`src/rtl/mdu_iter.sv`:
```
// Iterative multiply/divide unit owning HI/LO: multu/div/divu take 32 cycles, mthi/mtlo
// write in the accepting cycle, and mul_res is the combinational low word of a*b.
module mdu_iter #(
  parameter int unsigned ITER = 32
) (
  input  logic        clk,
  input  logic        rst_n,
  input  logic        start,
  input  logic [2:0]  mdu_op,
  input  logic [31:0] a,
  input  logic [31:0] b,
  output logic [31:0] mul_res,
  output logic [31:0] high,
  output logic [31:0] low,
  output logic        busy,
  output logic        done
);

  localparam logic [2:0] OpMultu = 3'd2;
  localparam logic [2:0] OpDiv   = 3'd3;
  localparam logic [2:0] OpDivu  = 3'd4;
  localparam logic [2:0] OpMthi  = 3'd5;
  localparam logic [2:0] OpMtlo  = 3'd6;

  typedef enum logic [0:0] {StIdle, StCalc} state_e;

  state_e      state_q, state_d;
  logic [4:0]  cnt_q, cnt_d;
  logic        is_mul_q, is_mul_d;
  logic        neg_quot_q, neg_quot_d;
  logic        neg_rem_q, neg_rem_d;
  logic [63:0] acc_q, acc_d;
  logic [31:0] opb_q, opb_d;
  logic [31:0] hi_q, hi_d;
  logic [31:0] lo_q, lo_d;
  logic        done_q, done_d;

  logic        accept, accept_iter, last;
  logic [31:0] a_mag, b_mag;
  logic [32:0] mul_sum;
  logic [32:0] div_shift, div_diff;
  logic [63:0] mul_next, div_next, iter_next;
  logic [31:0] quot_fix, rem_fix;

  assign mul_res     = a * b;
  assign accept      = (state_q == StIdle) && start && (mdu_op >= OpMultu) && (mdu_op <= OpMtlo);
  assign accept_iter = accept && (mdu_op <= OpDivu);
  assign last        = (cnt_q == 5'(ITER - 1));
  assign a_mag       = a[31] ? (~a + 32'd1) : a;
  assign b_mag       = b[31] ? (~b + 32'd1) : b;

  // State register
  always_ff @(posedge clk or negedge rst_n) begin
    if (!rst_n) begin
      state_q <= StIdle;
    end else begin
      state_q <= state_d;
    end
  end

  // Next-state logic
  always_comb begin
    state_d = state_q;
    unique case (state_q)
      StIdle: if (accept_iter) state_d = StCalc;
      StCalc: if (last) state_d = StIdle;
      default: state_d = StIdle;
    endcase
  end

  // Outputs
  always_comb begin
    busy = (state_q == StCalc);
    done = done_q;
    high = hi_q;
    low  = lo_q;
  end

  // Datapath: acc holds {partial product, multiplier} or {remainder, dividend/quotient}
  always_comb begin
    mul_sum   = {1'b0, acc_q[63:32]} + (acc_q[0] ? {1'b0, opb_q} : 33'd0);
    mul_next  = {mul_sum, acc_q[31:1]};
    div_shift = {acc_q[63:32], acc_q[31]};
    div_diff  = div_shift - {1'b0, opb_q};
    div_next  = div_diff[32] ? {div_shift[31:0], acc_q[30:0], 1'b0}
                             : {div_diff[31:0], acc_q[30:0], 1'b1};
    iter_next = is_mul_q ? mul_next : div_next;

    quot_fix = neg_quot_q ? (~iter_next[31:0] + 32'd1) : iter_next[31:0];
    rem_fix  = neg_rem_q ? (~iter_next[63:32] + 32'd1) : iter_next[63:32];
    // Remainder path already reproduces a on divide-by-zero; only the quotient is forced
    if (opb_q == 32'd0) quot_fix = '1;
  end

  always_comb begin
    cnt_d      = cnt_q;
    is_mul_d   = is_mul_q;
    neg_quot_d = neg_quot_q;
    neg_rem_d  = neg_rem_q;
    acc_d      = acc_q;
    opb_d      = opb_q;
    hi_d       = hi_q;
    lo_d       = lo_q;
    done_d     = 1'b0;

    if (state_q == StIdle) begin
      if (accept) begin
        cnt_d = '0;
        unique case (mdu_op)
          OpMultu, OpDivu: begin
            is_mul_d   = (mdu_op == OpMultu);
            neg_quot_d = 1'b0;
            neg_rem_d  = 1'b0;
            acc_d      = {32'd0, a};
            opb_d      = b;
          end
          OpDiv: begin
            is_mul_d   = 1'b0;
            neg_quot_d = a[31] ^ b[31];
            neg_rem_d  = a[31];
            acc_d      = {32'd0, a_mag};
            opb_d      = b_mag;
          end
          OpMthi: begin
            hi_d   = a;
            done_d = 1'b1;
          end
          OpMtlo: begin
            lo_d   = a;
            done_d = 1'b1;
          end
          default: ;
        endcase
      end
    end else begin
      acc_d = iter_next;
      cnt_d = cnt_q + 5'd1;
      if (last) begin
        cnt_d  = '0;
        done_d = 1'b1;
        if (is_mul_q) begin
          hi_d = iter_next[63:32];
          lo_d = iter_next[31:0];
        end else begin
          hi_d = rem_fix;
          lo_d = quot_fix;
        end
      end
    end
  end

  always_ff @(posedge clk or negedge rst_n) begin
    if (!rst_n) begin
      cnt_q      <= '0;
      is_mul_q   <= 1'b0;
      neg_quot_q <= 1'b0;
      neg_rem_q  <= 1'b0;
      acc_q      <= '0;
      opb_q      <= '0;
      hi_q       <= '0;
      lo_q       <= '0;
      done_q     <= 1'b0;
    end else begin
      cnt_q      <= cnt_d;
      is_mul_q   <= is_mul_d;
      neg_quot_q <= neg_quot_d;
      neg_rem_q  <= neg_rem_d;
      acc_q      <= acc_d;
      opb_q      <= opb_d;
      hi_q       <= hi_d;
      lo_q       <= lo_d;
      done_q     <= done_d;
    end
  end

endmodule

```
`config.mk`:
```
export PLATFORM = sky130hd
export DESIGN_NAME = mdu_iter
export DESIGN_NICKNAME = d
export VERILOG_FILES = /design/src/rtl/mdu_iter.sv
export SDC_FILE = /design/constraint.sdc
export NUM_CORES = 2
export LEC_CHECK = 0
export ABC_CLOCK_PERIOD_IN_PS = 12200
export BUFFER_PORTS_ARGS = -buffer_cell sky130_fd_sc_hd__buf_2
export CAP_MARGIN = 20
export CORE_UTILIZATION = 54
export DETAILED_ROUTE_END_ITERATION = 8
export GPL_TIMING_DRIVEN = 0
export PLACE_DENSITY_LB_ADDON = 0.2
export SLEW_MARGIN = 5
export SYNTH_ARGS = -nofsm -noshare
export SYNTH_HDL_FRONTEND = slang
export SYNTH_SLANG_ARGS = --single-unit
```
`constraint.sdc`:
```
create_clock -name clk -period 12.2 [get_ports clk]
set_input_delay 2.44 -clock clk [delete_from_list [all_inputs] [get_ports clk]]
set_output_delay 2.44 -clock clk [all_outputs]
set_load 0.01 [all_outputs]
```
After elaboration in Yosys (flattened, before gate mapping)
Index checks and enable logic that the tools add are counted.
Widths: inputs -> output; s select.
{"block": "op_classes", "n_mux": 35, "multipliers": 1, "eq_ne": 7, "reduce_logical": 16, "add_sub_neg": 7, "order_cmp": 3, "bitwise_logic": 6}
{"op": "$mux 32", "count": 16}
{"op": "$mux 64", "count": 4}
{"op": "$add 32x1->32 const B", "count": 4}
{"op": "$not 32->32", "count": 4}
{"op": "$pmux 64 s2", "count": 1}
{"op": "$pmux 32 s2", "count": 1}
{"op": "$add 32x32->33", "count": 1}
{"op": "$sub 33x32->33", "count": 1}
{"op": "$logic_not 32->1", "count": 1}
{"op": "$mul 32x32->32", "count": 1}
{"op": "$mux 5", "count": 3}
{"op": "$eq 3x3->1 const B", "count": 3}
{"op": "$reduce_and 3->1", "count": 3}
{"op": "$pmux 1 s2", "count": 4}
{"op": "$reduce_bool 2->1", "count": 4}
{"op": "$eq 3x2->1 const B", "count": 2}
{"op": "$le 3x3->1 const B", "count": 2}
{"op": "$mux 1", "count": 6}
{"op": "$add 5x1->5 const B", "count": 1}
{"op": "$eq 5x5->1 const B", "count": 1}
{"op": "$logic_and 1x1->1", "count": 4}
{"op": "$reduce_or 2->1", "count": 2}
{"op": "$ge 3x2->1 const B", "count": 1}
{"op": "$reduce_bool 3->1", "count": 1}
{"op": "4 further kinds", "count": 4}
{"block": "totals", "register_bits": 170, "inputBits": 70, "wordCells": 85, "out_inout_bits": 98}

Logic depth before layout (Yosys ltp)
{"block": "logic_depth", "ltp_word": 10, "ltp_mapped": 28, "depth_no_buf": 26}

Worst setup path after synthesis
Ideal clock, no wire load.
{"block": "synth_timing", "path_kind": "input-to-output", "startpoint": "input port a[9]", "endpoint": "output port mul_res[30]", "t_arrival_ps": 9103, "slack_ps": 657, "n_path_buf": 2, "cell_stages": 24, "required_ps": 9760, "path_cell_list": "clkbuf_1 buf_1 nand2_1 fa_1 inv_1 fa_1 fa_1 inv_1 fa_1 inv_1 fa_1 inv_1 fa_1 inv_1 fa_1 fa_1 ha_1 or3_1 a211o_1 a41oi_1 o21ai_0 a221o_1 o41ai_1 xnor2_1"}
{"block": "synth_via", "elab_chain_cells": 1}
{"element": "start, declared", "line": "10", "text": "input logic [31:0] a,"}
{"element": "$mul 32x32->32", "line": "45", "text": "assign mul_res = a * b;"}
{"element": "end, declared", "line": "12", "text": "output logic [31:0] mul_res,"}
Every way passes these cells.

Worst setup path after layout
{"block": "layout_timing", "startpoint": "input port b[7]", "endpoint": "output port mul_res[30]"}
{"block": "layout_via", "elab_chain_cells": 1}
{"element": "start, declared", "line": "11", "text": "input logic [31:0] b,"}
{"element": "$mul 32x32->32", "line": "45"}
Every way passes these cells.

==> impl_metrics.yaml <==
outcome:
  status: "finished clean"
critical_path:
  startpoint: "b[7]"
  start_kind: "input pin"
  r2r_end: "high[20]$_DFFE_PN0P_"
  critPathRequiredTime_ns: 9.76
  arrival_ns: 9.57
  critPathCapture: "mul_res[30]"
  cp-end-kind: "output pin"
  crit-reg2reg-launch: "is_mul_q$_DFFE_PN0P_"
  path_class: "input pin to output pin"
  ff2ff_path_depth: 16
  r2r_slack_ns: 5.01
  crit_fanout: 10
logic_synthesis:
  synth_area_um2: 30100
  yosysTopAreaCell: "fa_1"
  syn_inst: 3559
  synthFlopType: "dfrtp_1"
  synth_area_leaders: "fa_1 27%, dfrtp_1 14%, ha_1 8.0%, and2_1 6.6%, nand2_1 6.0%"
  async_flop_share_pct: 100
  synth_most_common_cell: "nand2_1"
  yosysWarnings: 0
  ys_top_cells_by_count: "480 x nand2_1, 458 x inv_1, 410 x fa_1"
  synth_top_area_share_pct: 27.2
  ys_ff_latch: 170
  avgSynthCellArea_um2: 8.47
  synth_nets: 4232
  synth-seq-area-share_pct: 14.1
  synth_edf_count: 0
  ys_types: 90
clocking:
  cts_tree: "done"
  clk_latency_ns: 0.47
  cts_buffers: 17
  hold_buffers: 0
  cts.htree.levels: 4
  clock-root-buffer: "clkbuf_16"
  clockBufferDepth: 2
  cts_sinks: 170
  clkTransAtPathRegs_ns: 0.07
global_routing:
  antenna_found_initial: 10
  grt_pass1_wl_um: 165000
  grt_pass1_vias: 26500
  overflow: 0
  grtUsageTotal_pct: 39.3
  grt_max_degree: 92
final_layout:
  area_delta_synth_final_pct: 8.74
  stdcell_count: 4483
  num-fill-cells: 5206
  final_util_pct: 59.5
  drive_gt1_share_pct: 8.93
  nNetsFinal: 4389
placed_design:
  placed_cells: 4455
  portBuffers: 146
  place_congestion: 1.01
  place_hpwl_um: 89900
die:
  die_height_um: 238
  core-area_um2: 55100
  std_cell_rows: 86
  initial_core_util_pct: 54.7
  die-area_um2: 56800
  ios: 168
  die_w_um: 238
timing:
  finalHoldViolCount: 0
  fin_skew_ns: 0.0112
  max-slew-margin-rel_pct: 15.6
  layout_min_cycle_time_ns: 12.01
  tightest_slew_ns: 1.25
  slew_violations: 0
  fmax_ghz: 0.0833
  min_period_over_period_pct: 98.4
  setup_viol: 0
  fin_tns_setup_ns: 0
drt:
  routed_wl_um: 109000
  drc: 0
  drt-initial-drc-count: 2436
  dr.pass1.iters: 6
  route.detailed.wl_per_inst_um: 24.4
  drt-vias-per-instance: 5.99
  antenna_left: 0
  num_vias: 26800
worst_hold_path:
  hp-start: "high[5]$_DFFE_PN0P_"
  hold_path_class: "flop to flop"
run:
  drv_cap: 0
==> metal layers <==
layer | up-vias | part of all wire (%) | track usage (%)
li1 | 11900 | - | -
met1 | 13200 | 38 | 49.2
met2 | 1373 | 46 | 62.2
met3 | 359 | 9.4 | 8.64
met4 | 2 | 6.7 | 23.6
met5 | - | 0.013 | 0
==> layout make-up <==
| cell class | count | area (µm²) | area share (%) |
|---|---|---|---|
| multi-input cells | 2717 | 23400 | 71.5 |
| flip-flops and latches | 170 | 4250 | 13.0 |
| inverters | 459 | 1730 | 5.28 |
| plain buffers | 195 | 948 | 2.89 |
| well taps | 748 | 936 | 2.86 |
| repair buffers | 156 | 885 | 2.70 |
| clock buffers | 17 | 425 | 1.30 |
| clock inverters | 14 | 138 | 0.420 |
| diodes | 7 | 17.5 | 0.0535 |
==> worst max-delay path, cell delays in order <==
cell      delay (ns)
clkbuf_4        0.20
clkbuf_4        0.23
and2_1          0.19
fa_1            0.52
fa_1            0.46
fa_1            0.53
inv_1           0.05
fa_1            0.51
inv_1           0.07
fa_1            0.52
inv_1           0.06
fa_1            0.53
inv_1           0.06
fa_1            0.50
fa_1            0.47
ha_4            0.20
or3_1           0.37
a211o_1         0.28
a41oi_4         0.26
o21ai_2         0.11
a221o_1         0.38
o41ai_2         0.35
xnor2_1         0.16
buf_2           0.15
==> registers in the layout (all words and copies together) (netlist names), 5 cells and up <==
register / flops
acc_q: 64
high: 32
low: 32
opb_q: 32
cnt_q: 5
==> through the flow <==
stage          setup WS (ns)  hold slack, ns  cell area [µm²]
2_1_floorplan          0.657           0.463            30100
3_3_place_gp           -1.28           0.459            31800
3_5_place_dp           -1.34           0.469            31900
4_1_cts               0.0208           0.484            32600
5_1_grt              -0.0347           0.509            32800
6_report               0.192           0.481            32800
==> worst min-delay path by stage <==
stage | cells after the start | slack (ns) | endpoint
floorplan | 2 | 0.46 | opb_q[10]$_DFFE_PN0P_
detailed placement | 2 | 0.47 | high[5]$_DFFE_PN0P_
global route | 2 | 0.51 | high[1]$_DFFE_PN0P_
global placement | 2 | 0.46 | high[5]$_DFFE_PN0P_
CTS | 2 | 0.48 | high[5]$_DFFE_PN0P_
finish | 2 | 0.48 | high[5]$_DFFE_PN0P_
==> cell families after synthesis <==
family / after synthesis / synth area share, %
simple gates: 1197 / 19.5
buf+inv: 672 / 8.41
compound gates: 624 / 13.9
fa+ha+maj: 603 / 35.3
xor+xnor: 238 / 6.92
flops: 170 / 14.1
mux: 55 / 1.92
==> timing repair <==
| action | 4_1_cts | 5_1_grt |
|---|---|---|
| pin swaps | 0 | 5 |
| setup endpoints to repair | 10 | 4 |
| buffers inserted | 1 | 5 |
| gates resized for setup | 102 | 77 |
==> cell usage in the layout (no fill, tap or decap), types with 22 or more instances in the layout <==
cell type / n
a21o_1: 37
a21oi_1: 147
a31oi_1: 36
and2_1: 319
buf_2: 143
buf_4: 29
clkbuf_1: 115
clkbuf_2: 22
dfrtp_1: 170
fa_1: 410
ha_1: 192
inv_1: 456
mux2i_1: 33
nand2_1: 480
nand3_1: 43
nor2_1: 154
nor2b_1: 23
nor3_1: 50
nor4_1: 28
o21ai_0: 150
o221ai_1: 28
o31ai_1: 23
xnor2_1: 163
xor2_1: 75
Power is left out: the tool's default activity adds up to more than one toggle a clock period on the data nets, which glitch-free logic cannot reach.
